`config.mk`:
```
export PLATFORM = sky130hd
export DESIGN_NAME = mux4_rr_arbiter
export DESIGN_NICKNAME = d
export VERILOG_FILES = /design/src/rtl/mux_ctrl_pkg.sv /design/src/rtl/mux4_1.sv /design/src/rtl/mux4_rr_arbiter.sv
export SDC_FILE = /design/constraint.sdc
export NUM_CORES = 1
export LEC_CHECK = 0
export ABC_AREA = 0
export BUFFER_PORTS_ARGS = -buffer_cell sky130_fd_sc_hd__buf_2
export CORE_MARGIN = 4
export CORE_UTILIZATION = 45
export DETAILED_ROUTE_END_ITERATION = 8
export HOLD_SLACK_MARGIN = 0.05
export PLACE_DENSITY = 0.65
export SYNTH_ARGS = -nofsm -noshare
export SYNTH_HDL_FRONTEND = slang
export SYNTH_SLANG_ARGS = --single-unit
```
`constraint.sdc`:
```
create_clock -name clk_in -period 2.4 [get_ports clk_in]
set_input_delay 0.12 -clock clk_in [delete_from_list [all_inputs] [get_ports clk_in]]
set_output_delay 0.12 -clock clk_in [all_outputs]
set_load 0.05 [all_outputs]
```
`src/rtl/mux_ctrl_pkg.sv`:
```
// Shared types and helpers for the round-robin mux arbiter: state enum,
// requester count, select width, one-hot decode and the rotating pick.
package mux_ctrl_pkg;

  localparam int NUM_REQ = 4;
  localparam int SEL_W   = 2;

  typedef enum logic {
    IDLE = 1'b0,
    BUSY = 1'b1
  } state_e;

  typedef struct packed {
    logic             found;
    logic [SEL_W-1:0] idx;
  } pick_t;

  function automatic logic [NUM_REQ-1:0] onehot_dec(input logic [SEL_W-1:0] sel);
    logic [NUM_REQ-1:0] oh;
    oh      = '0;
    oh[sel] = 1'b1;
    return oh;
  endfunction

  // Scans ptr, ptr+1, ... (wrapping); the loop runs backwards so the
  // closest candidate to ptr is the last one written and therefore wins.
  function automatic pick_t rr_pick(input logic [NUM_REQ-1:0] req,
                                    input logic [SEL_W-1:0]   ptr,
                                    input logic               excl_en,
                                    input logic [SEL_W-1:0]   excl_idx);
    pick_t            res;
    logic [SEL_W-1:0] idx;
    res = '0;
    for (int k = NUM_REQ - 1; k >= 0; k--) begin
      idx = ptr + SEL_W'(k);
      if (req[idx] && !(excl_en && (idx == excl_idx))) begin
        res.found = 1'b1;
        res.idx   = idx;
      end
    end
    return res;
  endfunction

endpackage

```
`src/rtl/mux4_1.sv`:
```
// Plain 4:1 single-bit multiplexer shared by the arbitrated requesters.
module mux4_1
  import mux_ctrl_pkg::*;
(
  input  logic [NUM_REQ-1:0] a_in,
  input  logic [SEL_W-1:0]   sel_in,
  output logic               y_out
);

  assign y_out = a_in[sel_in];

endmodule

```
`src/rtl/mux4_rr_arbiter.sv`:
```
// Round-robin owner arbitration in front of mux4_1 with a hold timer that
// forces a handoff once an owner has kept the grant MAX_HOLD cycles.
module mux4_rr_arbiter
  import mux_ctrl_pkg::*;
#(
  parameter int MAX_HOLD = 8
) (
  input  logic                clk_in,
  input  logic                rst_n_in,
  input  logic [NUM_REQ-1:0]  req_in,
  input  logic [NUM_REQ-1:0]  a_in,
  output logic [NUM_REQ-1:0]  gnt_out,
  output logic [SEL_W-1:0]    sel_out,
  output logic                busy_out,
  output logic                y_out
);

  localparam int                CNT_W     = (MAX_HOLD > 1) ? $clog2(MAX_HOLD) : 1;
  localparam logic [CNT_W-1:0]  HOLD_LAST = CNT_W'(MAX_HOLD - 1);

  state_e             state_q, state_d;
  logic [SEL_W-1:0]   sel_q, sel_d;
  logic [SEL_W-1:0]   ptr_q, ptr_d;
  logic [CNT_W-1:0]   hold_q, hold_d;
  logic [NUM_REQ-1:0] gnt_q, gnt_d;
  logic               busy_q, busy_d;

  pick_t              pick_any;
  pick_t              pick_oth;
  logic               grant_now;
  logic [SEL_W-1:0]   new_idx;

  always_comb begin
    state_d   = state_q;
    sel_d     = sel_q;
    ptr_d     = ptr_q;
    hold_d    = hold_q;
    grant_now = 1'b0;
    new_idx   = sel_q;
    pick_any  = rr_pick(req_in, ptr_q, 1'b0, sel_q);
    pick_oth  = rr_pick(req_in, ptr_q, 1'b1, sel_q);

    case (state_q)
      IDLE: begin
        if (pick_any.found) begin
          grant_now = 1'b1;
          new_idx   = pick_any.idx;
        end
      end
      BUSY: begin
        if (!req_in[sel_q]) begin
          if (pick_oth.found) begin
            grant_now = 1'b1;
            new_idx   = pick_oth.idx;
          end else begin
            state_d = IDLE;
          end
        end else if ((hold_q == HOLD_LAST) && pick_oth.found) begin
          grant_now = 1'b1;
          new_idx   = pick_oth.idx;
        end else if (hold_q != HOLD_LAST) begin
          hold_d = hold_q + CNT_W'(1);
        end
      end
      default: state_d = IDLE;
    endcase

    // Any new owner, from idle or by handoff, restarts the timer and
    // moves priority just past itself.
    if (grant_now) begin
      state_d = BUSY;
      sel_d   = new_idx;
      ptr_d   = new_idx + SEL_W'(1);
      hold_d  = '0;
    end

    busy_d = (state_d == BUSY);
    gnt_d  = busy_d ? onehot_dec(sel_d) : '0;
  end

  always_ff @(posedge clk_in or negedge rst_n_in) begin
    if (!rst_n_in) begin
      state_q <= IDLE;
      sel_q   <= '0;
      ptr_q   <= '0;
      hold_q  <= '0;
      gnt_q   <= '0;
      busy_q  <= 1'b0;
    end else begin
      state_q <= state_d;
      sel_q   <= sel_d;
      ptr_q   <= ptr_d;
      hold_q  <= hold_d;
      gnt_q   <= gnt_d;
      busy_q  <= busy_d;
    end
  end

  assign gnt_out  = gnt_q;
  assign sel_out  = sel_q;
  assign busy_out = busy_q;

  mux4_1 u_mux (
    .a_in   (a_in),
    .sel_in (sel_q),
    .y_out  (y_out)
  );

endmodule

```
# == After elaboration in Yosys (flattened, before gate mapping) ==
# Index checks and enable logic that the tools add are counted.
# totals
regBits,12
inputBits,10
output_inout_bits,8
elab_cells,81
# op_classes
addsub,5
magnitude_cmp,7
n_eq_ne,7
n_mux,42
n_bitwise,1
reduce_logical,14
# op_table
cell,count
2-to-1 mux 3 bit,13
"less-than comparator 2 x 3 -> 1 bit, second input constant",6
2-to-1 mux 1 bit,14
binary-select mux 1 bit (select 2 bit),6
2-to-1 mux 2 bit,5
== test 2 bit,4
logical AND 1 bit,6
nonzero test 2 bit,3
"adder 2 x 1 -> 2 bit, second input constant",2
"adder 2 bit, second input constant",2
logical NOT 1 bit,4
2-to-1 mux 4 bit,1
one-hot mux 2 bit (2 select lines),1
AND reduction 4 bit,1
"adder 3 x 1 -> 3 bit, second input constant",1
"== test 3 bit, second input constant",1
"!= test 3 bit, second input constant",1
demux 1 bit (select 2 bit),1
"greater-or-equal comparator 2 x 1 -> 1 bit, second input constant",1
"!= test 2 bit, second input constant",1
one-hot mux 1 bit (2 select lines),1
NOT 1 bit,1

# == Longest topological paths before layout ==
# Gate-level depths: netlist of the first run.
# depth
word_depth,18
mapped_depth,9

# == Hierarchy ==
# Synthesis of the first run repeated with hierarchy kept, for this count alone.
# hier_totals
hier_cells,134
area_unflattened_um2,1149.9
# modules_own_cells
mod,n_inst,cells_per_inst,area_each_um2,seq_area_each_um2
mux4_rr_arbiter,1,133,1127.3,300.3
mux4_1,1,1,22.5,0.0

# == Least setup slack after synthesis of the first run ==
# Ideal clock, no wire load.
# synth_timing
path_type,register -> register
startpoint,"reg sel_q[0], in the netlist sel_out[0]"
endpoint,reg ptr_q[0]
setup_time_ns,0.092
arrival_ns,2.227
setup_slack_ns,0.081
path_stages_with_launch,9
n_path_buf,2
synth_period_minus_slack_ns,2.319
cell_sequence,dfrtp_1 > buf_2 > buf_2 > inv_1 > o21ai_0 > o311ai_0 > and3_1 > or3_4 > o31ai_2
# synth_between
elab_chain_len,12
word_cells_on_any_way,29
cone_classes,add/sub (1); eq/ne (4); mux (15); reduce/logical (9)
# synth_rtl
element,line,rtl
from (decl),mux4_rr_arbiter.sv:22,"logic [SEL_W-1:0] sel_q, sel_d;"
from (signal assigned),mux4_rr_arbiter.sv:91,sel_q <= sel_d;
== test 2 bit,mux_ctrl_pkg.sv:36,if (req[idx] && !(excl_en && (idx == excl_idx))) begin
logical NOT 1 bit,mux_ctrl_pkg.sv:36,
logical AND 1 bit,mux_ctrl_pkg.sv:36,
2-to-1 mux 3 bit (4 in series),mux_ctrl_pkg.sv:36,
logical AND 1 bit,mux4_rr_arbiter.sv:58,end else if ((hold_q == HOLD_LAST) && pick_oth.found) begin
2-to-1 mux 2 bit,mux4_rr_arbiter.sv:58,
2-to-1 mux 2 bit,mux4_rr_arbiter.sv:51,if (!req_in[sel_q]) begin
one-hot mux 2 bit (2 select lines),mux4_rr_arbiter.sv:43,case (state_q)
adder 2 x 1 -> 2 bit,mux4_rr_arbiter.sv:73,ptr_d = new_idx + SEL_W'(1);
to (signal assigned),mux4_rr_arbiter.sv:92,ptr_q <= ptr_d;
to (decl),mux4_rr_arbiter.sv:23,"logic [SEL_W-1:0] ptr_q, ptr_d;"
# Parallel ways exist; a longest one is shown, timed or not. The select of a mux whose other input is x is not followed.
# A chain may end at the register's enable or synchronous reset.

# == Worst setup path after layout of the first run ==
# layout_timing
startpoint,reg ptr_q[0]
endpoint,"reg gnt_q[2], in the netlist gnt_out[2]"
# layout_between
elab_chain_len,18
word_cells_on_any_way,52
cone_classes,add/sub (3); order compare (2); eq/ne (4); mux (33); reduce/logical (10)
# layout_rtl
element,line,rtl
adder 2 bit,mux_ctrl_pkg.sv:35,idx = ptr + SEL_W'(k);
binary-select mux 1 bit (select 2 bit) or == test 2 bit (tied branches),mux_ctrl_pkg.sv:36,
2-to-1 mux 1 bit (implied by the code) or logical NOT 1 bit (tied branches),mux_ctrl_pkg.sv:36,
logical AND 1 bit,mux_ctrl_pkg.sv:36,
2-to-1 mux 3 bit (4 in series),mux_ctrl_pkg.sv:36,
logical AND 1 bit,mux4_rr_arbiter.sv:58,
2-to-1 mux 2 bit or 2-to-1 mux 1 bit (tied branches),mux4_rr_arbiter.sv:58,
2-to-1 mux 2 bit or 2-to-1 mux 1 bit (tied branches),mux4_rr_arbiter.sv:51,
one-hot mux 2 bit (2 select lines) or one-hot mux 1 bit (2 select lines) (tied branches),mux4_rr_arbiter.sv:43,
2-to-1 mux 2 bit,mux4_rr_arbiter.sv:70,if (grant_now) begin
less-than comparator 2 x 3 -> 1 bit (implied by the code) or greater-or-equal comparator 2 x 1 -> 1 bit (tied branches),mux_ctrl_pkg.sv:21,oh[sel] = 1'b1;
logical AND 1 bit (implied by the code),mux_ctrl_pkg.sv:21,
2-to-1 mux 1 bit (implied by the code),mux_ctrl_pkg.sv:21,
demux 1 bit (select 2 bit),mux_ctrl_pkg.sv:21,
2-to-1 mux 4 bit (*),mux4_rr_arbiter.sv:78,gnt_d = busy_d ? onehot_dec(sel_d) : '0;
named net gnt_d[2],mux4_rr_arbiter.sv:25,"logic [NUM_REQ-1:0] gnt_q, gnt_d;"
to (signal assigned),mux4_rr_arbiter.sv:94,gnt_q <= gnt_d;
to (decl),mux4_rr_arbiter.sv:25,
# The timed path passes the listed nets; every way through them passes the cells marked *. The select of a mux whose other input is x is not followed.

==> results by group, run 1 <==
Final layout
  – Fin util: 0.5350
  – Nets: around 170
  – Antenna diodes: 0
  – Fin area: roughly 1500 um^2
  – Layout cells sized above 1: 0.3101
  – Area grow syn2layout: 14.16%
  – Fillers: 250

Clock tree
  – Clk slew on worst S/H paths: 0.07 ns
  – CTS Buf Count: 3
  – H-tree levels: 1
  – CTS Sinks: 12
  – Skew-Pair Late Insertion Delay: between 0.2 and 0.3 ns
  – CTS max path bufs: 2
  – CTS tree: done
  – CTS root buffer: clkbuf_4

Setup path
  – WS Path Type: reg2reg
  – Required time of the critical path: 2.59 ns
  – CP Capture Type: register
  – Crit path capture: gnt_out[2]
  – CP Launch Type: register
  – Reg2reg end: gnt_out[2]
  – Critical-path cell list: buf_12 -> mux4_2 -> a31oi_1 -> o211ai_1 -> a21oi_4 -> o21ai_0 -> a211oi_2
  – CP Max Fanout: 24
  – Slowest stage delay, CP: 0.52 ns
  – FF-to-FF path depth: 7
  – Reg2reg setup slack: around 0.10 ns
  – Critical path origin: ptr_q[0]
  – Data arrival, critical path: between 2 and 2.5 ns
  – Launch point of the worst reg-to-reg path: ptr_q[0]
  – CP max-delay cell: mux4_2

Timing
  – Slew @ Worst Pin: 0.5075 ns
  – TNS Setup: 0 ns
  – Relative slew margins: 0.6602
  – Slew Limit Fails: 0
  – Final hold violations: 0
  – Period minus WS final: ~2.3 ns
  – Tcrit/Tclk final: 0.9577
  – Final setup fails: 0
  – Clk_skew: approximately 0.0051 ns
  – RSZ-0062 raised after global routing: no
  – Max frequency: 435.1 MHz

Floorplan
  – # rows: 19
  – CORE AREA: 2734 um^2
  – Die X: 61.36 um
  – Starting Density: 0.4686
  – Die area: about 3800 um^2
  – Io pins: 18
  – Chip Height: 61.36 um

Synth
  – Async set or reset register ratio after synthesis: 1.000
  – Yosys top cell area share: 0.2344
  – Synth Instances: 141
  – Synthesized flop and latch total: 12
  – Syn Nets: 153
  – Register area share after synthesis: 0.2344
  – Mapped Area: 1281 um^2
  – Average size of a mapped cell: just over 9 um^2
  – Synth area leaders: dfrtp_1, mux4_2, mux2i_1
  – Ys Warns: 0
  – Cell taking the most area after synthesis: dfrtp_1
  – Top_reg_cell synth: dfrtp_1
  – Number of synthesized flops with an enable pin: 0
  – Count leader, synth: dfrtp_1
  – Yosys cell types: 55
  – Synth cell count leaders: dfrtp_1, nand2_1, o21ai_0

Status
  – Status: finished clean

Power and ir drop
  – Peak supply drop: 1074 uV
  – Pleak: 0.6406 nW
  – PwrDens: about 1500 nW/um^2

GRT
  – Global route total overflow: 0
  – Initial antenna violation count: 0
  – First-pass GRT wire length: 5.375 mm
  – Number of global-route vias before repair: 1073
  – Total global-route track usage: 0.1908
  – Largest net degree at the start of global routing: 25

Place
  – DPL Wire Length: 2.372 mm
  – Gpl congestion: 0.8705
  – Port Buffer Count: 17
  – DP Area: 1399 um^2

Route
  – Wire per inst: 16.79 um
  – ANT nets after route: 0
  – Via density: 6.185
  – Remaining DRCs: 0
  – DR iter-0 viols: 58
  – Total number of vias: 1169
  – Initial DRT Pass Iterations: 4
  – Final wirelength: between 3 and 4 mm

Min path
  – Min-delay worst type: in2async

Job
  – Max-Cap Viols: 0
==> critical path, delay by kind of cell (launching register included) <==
family	cells	cell delay (ns)
compound gates	5	1.12
mux	1	0.52
flops	1	0.38
buf+inv	1	0.18
==> registers in the layout (all words and copies together) (netlist names) <==
name / flops
busy_out: 1
gnt_out: 4
ptr_q: 2
hold_q: 3
sel_out: 2
==> metrics by stage <==
step                setup WS (ns)  hold slack [ns]  total power, mW  cells
floorplan                 0.08149          -0.1756            1.632    141
global placement           0.1223         0.006251            1.933    183
detailed placement        0.03502          0.01023            1.971    183
CTS                       0.02812           0.2515            2.098    187
global route             0.003187           0.2554            2.347    189
finish                     0.1015           0.2514            2.160    189
==> cell usage in the layout, fill, tap and decap left out, types with 3 or more instances in the layout <==
master	instances
nand2b_1	3
nor2b_1	4
buf_4	8
nor2_1	5
dfrtp_1	11
o21ai_0	9
mux4_2	5
or3_1	3
a21oi_1	5
inv_1	6
clkbuf_4	3
o211ai_1	3
nand2_1	11
buf_2	17
nor3_1	4
mux2i_1	5
mux2_2	3
==> cell type report <==
cell class              count  area, um^2  area share
well taps                  31       38.79     0.02652
repair buffers             28       195.2      0.1334
multi-input cells         109       882.1      0.6031
inverters                   6       22.52     0.01540
clock buffers               3       22.52     0.01540
flip-flops and latches     12       301.5      0.2062
==> worst min-delay path by stage <==
stage                   from   endpoint  slack, ns  cells past startpoint
global route        rst_n_in  hold_q[1]       0.26                      2
detailed placement  rst_n_in  hold_q[1]       0.01                      1
global placement    rst_n_in  hold_q[1]      0.006                      1
finish              rst_n_in  hold_q[0]       0.25                      2
floorplan           rst_n_in   busy_out      -0.18                      0
CTS                 rst_n_in   busy_out       0.25                      2
==> power breakdown <==
| part | internal, mW | switching [mW] | total, mW | leakage (nW) |
|---|---|---|---|---|
| Sequential | 0.291 | 0.0864 | 0.377 | 0.148 |
| Clock | 0.0581 | 0.0626 | 0.121 | 0.0138 |
| Combinational | 0.746 | 0.916 | 1.66 | 0.479 |
==> metal layers <==
layer	track usage	vias to the layer above	routed length, um
met1	0.2686	559	1350
met5	0	-	0
met2	0.3112	33	1607
met4	0.02727	0	8
li1	-	575	-
met3	0.03774	2	207
==> repair_timing <==
action                                 CTS  global route
resized for setup                        0             5
setup endpoints to repair                0             7
endpoints found under the hold margin   12             0
hold buffers                             1             0
setup buffers                            0             2
==> kinds of logic (layout without fill, tap and decap cells) <==
| family | count (synthesis) | in the layout | share of synthesized area |
|---|---|---|---|
| multiplexers | 15 | 15 | 0.1787 |
| XOR/XNOR | 3 | 3 | 0.02051 |
| flip-flops | 12 | 12 | 0.2344 |
| adder cells (fa/ha/maj) | 2 | 2 | 0.01953 |
| AND/OR/NAND/NOR | 43 | 43 | 0.1846 |
| buffers and inverters | 20 | 37 | 0.08886 |
| AO/OA/AOI/OAI | 46 | 46 | 0.2734 |
Note: power is estimated with default switching activity, not from simulation.
==> inputs of run 2 (changes only) <==
Settings changed: CORE_UTILIZATION 45 to 40, PLACE_DENSITY 0.65 to not set.
==> results by group, run 2 (synthesized netlist as in run 1, its figures left out) <==
Status
  – Status: finished clean

Final layout
  – Max reg flops: 4 (unchanged)
  – Layout cells sized above 1: 0.3121 (+0.001975)
  – Non-Filler Instances: 201 (+6.3%)
  – Nets: 171 (-0.58%)
  – Antenna diodes: 0 (unchanged)
  – Area grow syn2layout: 15.33%
  – Fin util: 0.4840 (-0.05100)
  – Fillers: 299 (+20%)
  – Commonest non-fill, non-tap cell in the layout: buf_2
  – Most frequent cells in the layout: buf_2, nand2_1, dfrtp_1, o21ai_0, buf_4

Timing
  – Tcrit/Tclk final: 0.9588 (+0.001142)
  – Slew Limit Fails: 0 (unchanged)
  – Final setup fails: 0 (unchanged)
  – Clk_skew: 0.009795 ns (+0.004699 ns)
  – Final hold violations: 0 (unchanged)
  – Relative slew margins: 0.6731 (+0.01284)
  – Slew @ Worst Pin: 0.4883 ns (-0.01918 ns)
  – Period minus WS final: 2.301 ns (+0.002740 ns)
  – Max frequency: 434.5 MHz (-0.12%)
  – RSZ-0062 raised after global routing: no
  – TNS Setup: 0 ns (unchanged)

Setup path
  – CP Launch Type: register
  – Launch point of the worst reg-to-reg path: ptr_q[1]
  – Critical path buffer and inverter count: 0 (-1)
  – Critical path origin: ptr_q[1]
  – Slowest stage delay, CP: 0.54 ns (+0.02 ns)
  – Data arrival, critical path: 2.48 ns (about the same)
  – Reg2reg setup slack: 0.1 ns (about the same)
  – CP max-delay cell: mux4_2
  – CP Capture Type: register
  – Required time of the critical path: 2.58 ns (about the same)
  – Critical-path cell list: mux4_2 -> o21ai_0 -> o311ai_0 -> and3_1 -> or3_4 -> o31ai_2
  – Reg2reg end: ptr_q[0]
  – CP Max Fanout: 3 (-88%)
  – CP top delay family: simple AND/OR/NAND/NOR gates
  – FF-to-FF path depth: 6 (-1)
  – WS Path Type: reg2reg

Floorplan
  – Die X: 64.60 um (+5.3%)
  – Chip Height: 64.60 um (+5.3%)
  – Die area: 4173 um^2 (+11%)
  – Starting Density: 0.4197 (-0.04898)
  – # rows: 20 (+1)
  – Io pins: 18 (unchanged)
  – CORE AREA: 3053 um^2 (+12%)

Power and ir drop
  – PwrDens: 1460 nW/um^2 (-1.1%)
  – Gate power share: 0.766 (-0.003)
  – Int Pwr: 1.095 mW (about the same)
  – Pleak: 0.6419 nW (+0.20%)
  – Clk pwr share: 0.055 (about the same)
  – Peak supply drop: 716.3 uV (-33%)
  – Sw Ratio: 0.4925 (-0.0006859)
  – Psw: 1.062 mW (-0.27%)
  – Seq pwr share: 0.179 (+0.004)

Route
  – Via density: 5.781 (-6.5%)
  – Wire per inst: 15.27 um (-9.1%)
  – ANT nets after route: 0 (unchanged)
  – DR iter-0 viols: 74 (+28%)
  – Initial DRT Pass Iterations: 4 (unchanged)
  – Remaining DRCs: 0 (unchanged)
  – Final wirelength: 3.070 mm (-3.3%)
  – Total number of vias: 1162 (-0.60%)

Place
  – Placed insts: 197 (+7.7%)
  – Port Buffer Count: 17 (unchanged)
  – Gpl congestion: 0.8756 (+0.59%)
  – DPL Wire Length: 2.331 mm (-1.7%)

Min path
  – Min-delay worst type: in2async

GRT
  – First-pass GRT wire length: 5.347 mm (-0.52%)
  – Met3 Use GR: 0.02773 (-0.01001)
  – Global route total overflow: 0 (unchanged)
  – Number of global-route vias before repair: 1125 (+4.8%)
  – GR peak layer: met2
  – Total global-route track usage: 0.1562 (-0.03453)
  – Met2 GRT Util: 0.2474 (-0.06376)
  – Largest net degree at the start of global routing: 20 (-20%)
  – M1 GR Usage: 0.2293 (-0.03936)
  – Initial antenna violation count: 0 (unchanged)

Clock tree
  – Skew-Pair Late Insertion Delay: 0.27 ns (about the same)
  – CTS tree: done
  – CTS root buffer: clkbuf_4
  – CTS max path bufs: 2 (unchanged)
  – CTS Buf Count: 3 (unchanged)
  – H-tree levels: 1 (unchanged)
  – Clk slew on worst S/H paths: 0.07 ns (about the same)
  – CTS Sinks: 12 (unchanged)

Job
  – Max-Cap Viols: 0 (unchanged)
==> run 2: cell type report <==
class                   instances  area (um^2)  area share
repair buffers                 27        187.7      0.1270
flip-flops and latches         12        302.8      0.2049
inverters                       6        22.52     0.01524
multi-input cells             109        887.1      0.6003
clock buffers                   3        22.52     0.01524
well taps                      44        55.05     0.03726
==> run 2: power by group through the flow <==
| stage | Clock [mW] | Combinational, mW | Sequential (mW) |
|---|---|---|---|
| 2_1_floorplan | 0 | 1.15 | 0.478 |
| 3_3_place_gp | 0 | 1.59 | 0.387 |
| 3_5_place_dp | 0 | 1.60 | 0.387 |
| 4_1_cts | 0.128 | 1.62 | 0.382 |
| 5_1_grt | 0.135 | 1.80 | 0.399 |
| 6_report | 0.119 | 1.65 | 0.387 |
==> run 2: routing by layer <==
metal	share of wire	wire, um
met2	0.46	1409
met4	0	0
met1	0.50	1520
met3	0.045	139
met5	0	0
==> run 2: what timing repair did <==
item,CTS,global route
hold buffers,1,0
gates resized for setup,0,5
setup buffers,0,0
endpoints found under the hold margin,12,0
endpoints found under the setup margin,0,5
==> run 2: worst max-delay path by stage <==
stage | endpoint | cells after the start
after detailed placement | gnt_out[2] | 9
after global routing | gnt_out[1] | 6
after CTS | gnt_out[2] | 9
final | ptr_q[0] | 6
after floorplan | ptr_q[0] | 8
after global placement | ptr_q[1] | 8
==> run 2: per-stage QoR <==
stage	instance area [um^2]	total power, mW	hold WS, ns	worst slack (ns)
4_1_cts	1455	2.126	0.2516	0.05111
5_1_grt	1478	2.330	0.2691	0.0004232
3_3_place_gp	1423	1.979	0.002648	0.1265
3_5_place_dp	1423	1.990	0.01452	0.07786
2_1_floorplan	1281	1.632	-0.1756	0.08149
6_report	1478	2.157	0.2496	0.09876
==> inputs of run 3 (changes only) <==
Settings changed: CTS_BUF_LIST set to sky130_fd_sc_hd__clkbuf_4 sky130_fd_sc_hd__clkbuf_8, RECOVER_POWER set to 50.
==> results by group, run 3 (synthesized netlist as in run 1, its figures left out) <==
Clock tree
  – Clk slew on worst S/H paths: 0.07 ns (about the same)
  – CTS Sinks: 12 (unchanged)
  – Skew-Pair Late Insertion Delay: 0.27 ns (about the same)
  – CTS tree: done
  – CTS max path bufs: 2 (unchanged)
  – CTS Buf Count: 3 (unchanged)
  – CTS root buffer: clkbuf_4
  – H-tree levels: 1 (unchanged)

Setup path
  – Critical path origin: ptr_q[1]
  – FF-to-FF path depth: 6 (unchanged)
  – Reg2reg end: ptr_q[0]
  – CP Max Fanout: 3 (unchanged)
  – Data arrival, critical path: 2.48 ns (about the same)
  – Launch point of the worst reg-to-reg path: ptr_q[1]
  – CP Capture Type: register
  – Reg2reg setup slack: 0.10 ns (about the same)
  – Required time of the critical path: 2.58 ns (about the same)
  – WS Path Type: reg2reg
  – CP Launch Type: register
  – Crit path capture: ptr_q[0]

Floorplan
  – Io pins: 18 (unchanged)
  – Starting Density: 0.4197 (unchanged)
  – Die X: 64.60 um (unchanged)
  – # rows: 20 (unchanged)
  – Die area: 4173 um^2 (unchanged)
  – CORE AREA: 3053 um^2 (unchanged)
  – Chip Height: 64.60 um (unchanged)

Place
  – Placed insts: 197 (unchanged)
  – DPL Wire Length: 2.331 mm (unchanged)
  – Gpl congestion: 0.8756 (unchanged)
  – Dpl ws: 0.07786 ns (unchanged)
  – Port Buffer Count: 17 (unchanged)

Power and ir drop
  – Peak supply drop: 716.7 uV (about the same)
  – Gate power share: 0.765 (about the same)
  – PwrDens: 1460 nW/um^2 (about the same)
  – Seq pwr share: 0.180 (about the same)
  – Clk pwr share: 0.055 (about the same)
  – Int Pwr: 1.090 mW (-0.40%)
  – Sw Ratio: 0.4932 (+0.0007316)
  – Pleak: 0.6323 nW (-1.5%)
  – Psw: 1.061 mW (-0.10%)

Final layout
  – Antenna diodes: 0 (unchanged)
  – Most frequent cells in the layout: buf_2, nand2_1, dfrtp_1, o21ai_0, buf_4
  – Max reg flops: 4 (unchanged)
  – Fillers: 302 (+1.0%)
  – Nets: 171 (unchanged)
  – Non-Filler Instances: 201 (unchanged)
  – Fin util: 0.4828 (-0.001229)
  – Commonest non-fill, non-tap cell in the layout: buf_2
  – Layout cells sized above 1: 0.2930 (-0.01911)
  – Area grow syn2layout: 15.04%

Timing
  – Slew Limit Fails: 0 (unchanged)
  – Final WS setup: 0.1027 ns (+0.003925 ns)
  – Tcrit/Tclk final: 0.9572 (-0.001635)
  – Final hold violations: 0 (unchanged)
  – Slew @ Worst Pin: 0.6357 ns (+0.1475 ns)
  – Clk_skew: 0.009871 ns (+0.00007599 ns)
  – Period minus WS final: 2.297 ns (-0.003925 ns)
  – Final setup fails: 0 (unchanged)
  – Relative slew margins: 0.5762 (-0.09689)
  – RSZ-0062 raised after global routing: no
  – TNS Setup: 0 ns (unchanged)
  – Max frequency: 435.3 MHz (+0.17%)

GRT
  – First-pass GRT wire length: 5.347 mm (unchanged)
  – Largest net degree at the start of global routing: 20 (unchanged)
  – Initial antenna violation count: 0 (unchanged)
  – Global route total overflow: 0 (unchanged)
  – Total global-route track usage: 0.1562 (unchanged)
  – Number of global-route vias before repair: 1125 (unchanged)

Route
  – Total number of vias: 1165 (+0.26%)
  – Via density: 5.796 (+0.26%)
  – ANT nets after route: 0 (unchanged)
  – Initial DRT Pass Iterations: 4 (unchanged)
  – DR iter-0 viols: 74 (unchanged)
  – Remaining DRCs: 0 (unchanged)
  – Wire per inst: 15.25 um (-0.13%)
  – Final wirelength: 3.066 mm (-0.13%)

Job
  – Max-Cap Viols: 0 (unchanged)

Status
  – Status: finished clean

Min path
  – Min-delay worst type: in2reg
## run 3: what timing repair did
| item | 4_1_cts | 5_1_grt |
|---|---|---|
| buffers inserted | 0 | 0 |
| endpoints found under the setup margin | 0 | 5 |
| hold endpoints to repair | 12 | 0 |
| hold buffers | 1 | 0 |
| resized for setup | 0 | 5 |
## run 3: metal layers
layer | up-vias | routed length [um] | global-route usage
met3 | 0 | 139 | 0.02773
met4 | 0 | 0 | 0.01583
met5 | - | 0 | 0
met2 | 26 | 1412 | 0.2474
met1 | 570 | 1513 | 0.2293
li1 | 569 | - | -
## run 3: worst min path at each step
stage,start,endpoint,depth (start not counted)
after floorplan,rst_n_in,busy_out,0
after global placement,rst_n_in,hold_q[0],1
after detailed placement,rst_n_in,hold_q[0],1
after CTS,rst_n_in,hold_q[0],2
after global routing,req_in[0],busy_out,3
final,req_in[0],busy_out,3
## run 3: cell type report
class	count	area, um^2	area share
Clock buffer	3	22.52	0.01528
Inverter	6	22.52	0.01528
Tap cell	44	55.05	0.03735
Sequential cell	12	302.8	0.2054
Timing Repair Buffer	27	183.9	0.1248
Multi-Input combinational cell	109	887.1	0.6019
## run 3: stage by stage
| step | instance area [um^2] | hold slack [ns] | total power [mW] |
|---|---|---|---|
| detailed placement | 1423 | 0.01452 | 1.990 |
| global route | 1474 | 0.3872 | 2.326 |
| floorplan | 1281 | -0.1756 | 1.632 |
| global placement | 1423 | 0.002648 | 1.979 |
| CTS | 1455 | 0.2516 | 2.126 |
| finish | 1474 | 0.3495 | 2.151 |
## run 3: power groups by stage
stage          Clock [mW]  Combinational, mW  Sequential, mW
2_1_floorplan           0               1.15           0.478
3_5_place_dp            0               1.60           0.387
3_3_place_gp            0               1.59           0.387
4_1_cts             0.128               1.62           0.382
6_report            0.119               1.65           0.387
5_1_grt             0.135               1.79           0.400
## run 3: critical path, cell delays in order, from the launching register on
cell      delay, ns
dfrtp_1        0.44
mux4_2         0.54
o21ai_0        0.13
o311ai_0       0.23
and3_1         0.25
or3_4          0.41
o31ai_2        0.21
